$ cat src/rtl/stream_lockstep_miter.sv
// Lockstep miter comparing a gold and a gate stream through a skew FIFO.
// Masked per-bit compare with sticky status, counters and first-fail capture.
module stream_lockstep_miter #(
  parameter int WIDTH        = 8,
  parameter int CHANNELS     = 4,
  parameter int DEPTH        = 8,
  parameter int CNT_W        = 16,
  parameter bit STOP_ON_FAIL = 1'b0
) (
  input  logic                      clk,
  input  logic                      rst,
  input  logic                      en,
  input  logic                      clear,
  input  logic                      gold_valid,
  input  logic [CHANNELS*WIDTH-1:0] gold_data,
  input  logic [CHANNELS*WIDTH-1:0] gold_mask,
  input  logic                      gate_valid,
  input  logic [CHANNELS*WIDTH-1:0] gate_data,
  output logic                      mismatch,
  output logic [CHANNELS-1:0]       mismatch_chan,
  output logic                      err_sticky,
  output logic                      overflow,
  output logic                      underflow,
  output logic                      halted,
  output logic [CNT_W-1:0]          cmp_count,
  output logic [CNT_W-1:0]          err_count,
  output logic [CNT_W-1:0]          first_index,
  output logic [CHANNELS-1:0]       first_chan,
  output logic [CHANNELS*WIDTH-1:0] first_gold,
  output logic [CHANNELS*WIDTH-1:0] first_gate
);

  localparam int BW = CHANNELS * WIDTH;
  localparam int AW = $clog2(DEPTH);
  localparam logic [AW:0] PTR_ONE = {{AW{1'b0}}, 1'b1};
  localparam logic [CNT_W-1:0] CNT_ONE = {{(CNT_W-1){1'b0}}, 1'b1};

  typedef enum logic [1:0] {
    IDLE,
    RUN,
    HALT
  } state_t;

  state_t state_q, state_d;

  logic [BW-1:0] mem_data [DEPTH];
  logic [BW-1:0] mem_mask [DEPTH];
  logic [AW:0] wr_ptr, rd_ptr;

  logic empty, full, active;
  logic push_req, push, pop;
  logic fail, ovf_evt, unf_evt;
  logic [BW-1:0] head_data, head_mask, diff;
  logic [CHANNELS-1:0] chan_fail;

  assign empty = (wr_ptr == rd_ptr);
  assign full  = (wr_ptr[AW] != rd_ptr[AW]) &&
                 (wr_ptr[AW-1:0] == rd_ptr[AW-1:0]);

  assign active   = (state_q == RUN) && en && !clear && !rst;
  assign push_req = active && gold_valid;
  assign pop      = active && gate_valid && !empty;
  assign push     = push_req && (!full || pop);
  assign ovf_evt  = push_req && full && !pop;
  assign unf_evt  = active && gate_valid && empty;

  assign head_data = mem_data[rd_ptr[AW-1:0]];
  assign head_mask = mem_mask[rd_ptr[AW-1:0]];
  assign diff      = (head_data ^ gate_data) & ~head_mask;
  assign fail      = pop && (|chan_fail);
  assign halted    = (state_q == HALT);

  // Reduce masked difference to one fail bit per channel
  always_comb begin
    chan_fail = '0;
    for (int c = 0; c < CHANNELS; c++) begin
      chan_fail[c] = |diff[c*WIDTH +: WIDTH];
    end
  end

  // Next-state logic; clear always returns to IDLE
  always_comb begin
    state_d = state_q;
    unique case (state_q)
      IDLE: if (en) state_d = RUN;
      RUN: begin
        if (!en) state_d = IDLE;
        else if (fail && STOP_ON_FAIL) state_d = HALT;
      end
      HALT: state_d = HALT;
      default: state_d = IDLE;
    endcase
    if (clear) state_d = IDLE;
  end

  // State register
  always_ff @(posedge clk) begin
    if (rst) state_q <= IDLE;
    else     state_q <= state_d;
  end

  // Skew FIFO pointers
  always_ff @(posedge clk) begin
    if (rst || clear) begin
      wr_ptr <= '0;
      rd_ptr <= '0;
    end else begin
      if (push) wr_ptr <= wr_ptr + PTR_ONE;
      if (pop)  rd_ptr <= rd_ptr + PTR_ONE;
    end
  end

  // Skew FIFO storage; gold sample and its mask travel together
  always_ff @(posedge clk) begin
    if (push) begin
      mem_data[wr_ptr[AW-1:0]] <= gold_data;
      mem_mask[wr_ptr[AW-1:0]] <= gold_mask;
    end
  end

  // Compare results, sticky status, counters and first-fail capture
  always_ff @(posedge clk) begin
    if (rst || clear) begin
      mismatch      <= 1'b0;
      mismatch_chan <= '0;
      err_sticky    <= 1'b0;
      overflow      <= 1'b0;
      underflow     <= 1'b0;
      cmp_count     <= '0;
      err_count     <= '0;
      first_index   <= '0;
      first_chan    <= '0;
      first_gold    <= '0;
      first_gate    <= '0;
    end else begin
      mismatch      <= fail;
      mismatch_chan <= fail ? chan_fail : '0;
      if (fail || ovf_evt || unf_evt) err_sticky <= 1'b1;
      if (ovf_evt) overflow  <= 1'b1;
      if (unf_evt) underflow <= 1'b1;
      if (pop) cmp_count <= cmp_count + CNT_ONE;
      if (fail && (err_count != '1)) err_count <= err_count + CNT_ONE;
      if (fail && !err_sticky) begin
        first_index <= cmp_count;
        first_chan  <= chan_fail;
        first_gold  <= head_data;
        first_gate  <= gate_data;
      end
    end
  end

endmodule
$ cat config.mk
export PLATFORM = sky130hd
export DESIGN_NAME = stream_lockstep_miter
export DESIGN_NICKNAME = d
export VERILOG_FILES = /design/src/rtl/stream_lockstep_miter.sv
export SDC_FILE = /design/constraint.sdc
export NUM_CORES = 1
export LEC_CHECK = 0
export BUFFER_PORTS_ARGS = -buffer_cell sky130_fd_sc_hd__buf_2
export CORE_UTILIZATION = 40
export CTS_CLUSTER_DIAMETER = 60
export CTS_CLUSTER_SIZE = 24
export DETAILED_ROUTE_END_ITERATION = 8
export SLEW_MARGIN = 20
export SYNTH_ARGS = -nofsm -noshare
export SYNTH_HDL_FRONTEND = slang
export SYNTH_SLANG_ARGS = --single-unit
$ cat constraint.sdc
create_clock -name clk -period 6.58 [get_ports clk]
set_input_delay 0 -clock clk [delete_from_list [all_inputs] [get_ports clk]]
set_output_delay 0 -clock clk [all_outputs]
set_load 0.05 [all_outputs]
# Word-level counts from Yosys, hierarchy flattened
# Memories as Yosys holds them, arrays and structs flattened. A register that Yosys moved wholly into a read port is not among the register bits.
# Cells that the tools add are included.
# op_classes
n_addsub	4
eq_ne	8
muxes	9
n_bitwise	4
n_reduce_logical	33
# ops
cell	count
16-bit by 1-bit adder with 16-bit output, second input constant	2
32-bit AND	1
32-bit NOT	1
32-bit OR reduction	1
8-bit OR reduction	4
32-bit bitwise XOR	1
16-bit inequality test, second input constant	1
1-bit logical AND	14
3-bit 2-to-1 mux	4
4-bit by 1-bit adder with 4-bit output, second input constant	2
1-bit logical NOT	6
2-bit one-hot mux with 3 select lines	1
4-bit equality test	1
1-bit logical OR	4
2-bit 2-to-1 mux	2
2-bit inequality test, second input constant	2
2-bit OR reduction	2
3-bit equality test	1
2-bit by 1-bit equality test with 1-bit output, second input constant	1
2-bit equality test, second input constant	1
2-bit logical NOT	1
1-bit 2-to-1 mux	2
2-bit AND reduction	1
1-bit inequality test	1
1-bit NOT	1
# totals
regBits	134
ramBits	512
inputBits	102
out_inout_bits	125
wordCells	74
memories	2
# memory_table
memory	words	width	read_ports	rd_clocked_by_memory_dff	wr	line_no	text
mem_data	8	32	1	1	1	46	logic [BW-1:0] mem_data [DEPTH];
mem_mask	8	32	1	1	1	47	logic [BW-1:0] mem_mask [DEPTH];

# Longest topological paths before layout
# logic_depth
ltp_word	10
depth_mapped	14
ltp_nobuf	8

# Least setup slack after synthesis
# No wires, ideal clock.
# synth_timing
path_kind	flip-flop to flip-flop
start	reg state_q[1]
end	mem mem_data[4][0] in the netlist's numbering (enable)
setup_ns	0.578
arrival_ns	6.125
setup_slack_ns	-0.124
stages_incl_launch_ff	6
period_less_slack_ns	6.704
path_cell_list	dfxtp_1 > nor4b_1 > nand3_1 > a31oi_1 > nand2b_1 > nor3b_1
# synth_between
elab_chain_len	10
# synth_rtl
element	line_no	text
from (decl)	44	state_t state_q, state_d;
from (signal assigned)	99	else state_q <= state_d;
2-bit by 1-bit equality test with 1-bit output *	60	assign active = (state_q == RUN) && en && !clear && !rst;
1-bit logical AND * (3 in series)	60	
1-bit logical AND (2 in series)	62	assign pop = active && gate_valid && !empty;
1-bit logical OR	63	assign push = push_req && (!full || pop);
1-bit logical AND *	63	
1-bit 2-to-1 mux *	115	if (push) begin
1-bit 2-to-1 mux (not written as such) *	116	mem_data[wr_ptr[AW-1:0]] <= gold_data;
to (decl)	46	
# Mark *: on every way between the ends. The rest lies on a longest branch, timed or not.

==> metrics.cfg <==
[outcome]
status=completed

[pwr]
p_per_area_nw_per_um2=254
power_leakage_nw=10.4
p_total_mw=7.56
ir_drop_mv=0.170

[worst_setup_path]
r2r_slack_ns=1.96
crit_path_end_kind=flip-flop
crit_path_max_fanout=31
crit_type=flip-flop to flip-flop
required_ns=7.11
reg2regPathDepth=11
r2r-end=first_index[8]
worstPathArrival_ns=5.15
start_kind=flip-flop

[die]
io_pins=227
core-area_um2=61800
die_h_um=252
dieArea_um2=63700
row_count=91
die_x_um=252
start_util=0.406

[clocking]
htreeDepth=2
clkLatencyLatePin_ns=0.62
post_cts_buffers=0
clockRootBuffer=clkbuf_16
cts-resized-gates=0
path_clk_slew_ns=0.09
cts_hold_buffers=104
ctsLongestPathBuffers=3
clkSinkCount=649
cts_tree=done
numCtsBuffers=45

[finish]
layout.nets=1826
num-fill-cells=5169
seq_area_um2=18100
syn_to_final_growth_pct=18.8
drive_gt1_frac=0.274
fin_util=0.482
multi_input_area_um2=6430

[synth]
ys_ff_latch=649
synth_edf_count=512
netlist_instances=1383
yosysTopAreaCellShare=0.613
synthesis.area_um2=25100
postSynthAreaPerCell_um2=18.1
synthTopCellsByArea=edfxtp_1 61%, mux4_2 11%, dfxtp_1 11%
synth_cell_types=41
synth-main-ff-cell=edfxtp_1
synth_nets=1489
seq_area_frac_synth=0.722
yosys.area.top_type=edfxtp_1
yosys-top-cells-count=512 x edfxtp_1, 152 x mux2i_1, 137 x dfxtp_1
async_flop_share=0
yosysWarnings=0
yosysMostFrequentCell=edfxtp_1

[routing]
vias=13500
drt_iter0_drc=1047
wl_per_cell_um=22.9
routed_wl_mm=59.5
drt_drc_violations_left=0
first_pass_iters=5
ant_nets=0
via_per_inst=5.20

[grt]
grt_pass1_vias=13700
grt_max_degree=56
use_met3=0.0315
top_usage_layer=met2
grt_util_all_layers=0.188
grt_use_met2=0.305
grt_overflow_total=0
grt_use_met1=0.265
antenna_found_initial=7
grt_first_pass_wirelength_mm=88.5

[min_path]
holdPathStages=2
min_to=mem_mask[1][10]
hp-class=input port to flip-flop
hold_start=gold_mask[10]

[sta]
hold_ws_ns=0.197
drv_slew=0
rsz0062_at_grt=no
max_freq_ghz=0.217
skew_ns=0.0391
hold_viol=0
finalSetupViolations=0
worst_pin_slew_ns=1.01
fin_crit_ns=4.62
relSlewSlack=0.325
post-route-period-util=0.702

[placement]
globalplace.congestion=0.761
io_buffers=226
hpwl_mm=36.9

[run]
maxCapViolCount=0

## cell families (layout without fill, tap and decap cells)
logic type               Yosys count  after routing  share of synthesized area
multiplexers                     280            280                      0.176
flip-flops                       649            649                      0.722
AO/OA/AOI/OAI                     46             46                     0.0129
buffers and inverters            115            488                     0.0241
AND/OR/NAND/NOR                  234            234                     0.0438
adder cells (fa/ha/maj)            4              4                    0.00200
other                              0              3                          0
XOR/XNOR                          55             55                     0.0192
## worst max path at each step
stage | to | slack, ns | depth (start not counted)
floorplan | mem_data[5][0] | -0.1 | 5
global placement | first_index[9] | 1.98 | 11
detailed placement | first_index[8] | 1.90 | 11
CTS | first_index[8] | 1.88 | 11
global route | first_index[10] | 1.61 | 11
finish | first_index[8] | 1.96 | 11
## state kept, by name, summed over array words and instances, names as in the netlist, named ones only
| signal | cells |
|---|---|
| first_chan | 4 |
| underflow | 1 |
| wr_ptr | 4 |
| first_index | 16 |
| state_q | 2 |
| mismatch_chan | 4 |
| mismatch | 1 |
| first_gold | 32 |
| err_sticky | 1 |
| rd_ptr | 4 |
| cmp_count | 16 |
| mem_mask | 256 |
| err_count | 16 |
| mem_data | 256 |
| first_gate | 32 |
| overflow | 1 |
## per-layer routing
layer	part of all wire	up-vias
met5	0.00076	-
met4	0.016	6
met3	0.058	65
met2	0.48	382
met1	0.45	6980
li1	-	6059
## per-stage QoR
step	instance area [µm²]	cells	setup TNS [ns]	setup slack (ns)
4_1_cts	29800	2593	0	1.88
2_1_floorplan	25100	1383	-11.35	-0.0980
3_5_place_dp	27200	2406	0	1.90
5_1_grt	29800	2595	0	1.61
6_report	29800	2596	0	1.96
3_3_place_gp	27200	2406	0	1.98
## cells in the final DEF, fill, tap and decap left out, types with 3 or more instances in the layout
cell type and instances:
or3_1 14, buf_2 226, o31ai_1 3, buf_12 5
edfxtp_1 512, clkinvlp_4 6, nand4_1 12, mux4_2 128
a21oi_1 9, nor2_1 34, and4_1 3, nand2b_1 4
clkinv_8 3, inv_8 6, xor2_1 7, nor4_1 3
a31o_1 4, and4_4 3, dlygate4sd3_1 104, a22oi_1 16
buf_4 27, clkbuf_1 3, mux2i_1 152, nand2_1 111
ha_1 4, dfxtp_4 3, and3_1 8, o211ai_1 3
inv_6 10, nor3_1 13, clkbuf_16 48, dfxtp_1 134
o21ai_0 5, nor2_4 3, inv_1 43, xnor2_1 48
nand3_1 11, diode_2 3
## final cells by class
cell class              instances  area share
clock inverters                32      0.0115
clock buffers                  51      0.0407
repair buffers                362      0.0830
diodes                          3    0.000252
multi-input cells             619       0.216
inverters                      43     0.00542
flip-flops and latches        649       0.608
well taps                     837      0.0351
## where the power goes
part | leakage [nW] | switching [mW] | total, mW | internal (mW)
registers | 5.71 | 0.000570 | 4.41 | 4.41
clock network | 0.741 | 1.55 | 2.97 | 1.42
logic | 3.99 | 0.101 | 0.179 | 0.0781
## worst max-delay path, stage by stage, from the launching register on
cell and delay (ns):
dfxtp_4 0.75, buf_12 0.34, mux4_2 0.53, mux2i_1 0.28, xnor2_1 0.19, a22oi_1 0.25, and4_1 0.37, and4_1 0.22
buf_4 0.26, or3_4 0.54, buf_4 0.47, mux2i_1 0.24
(Power assumes the default switching activity.)
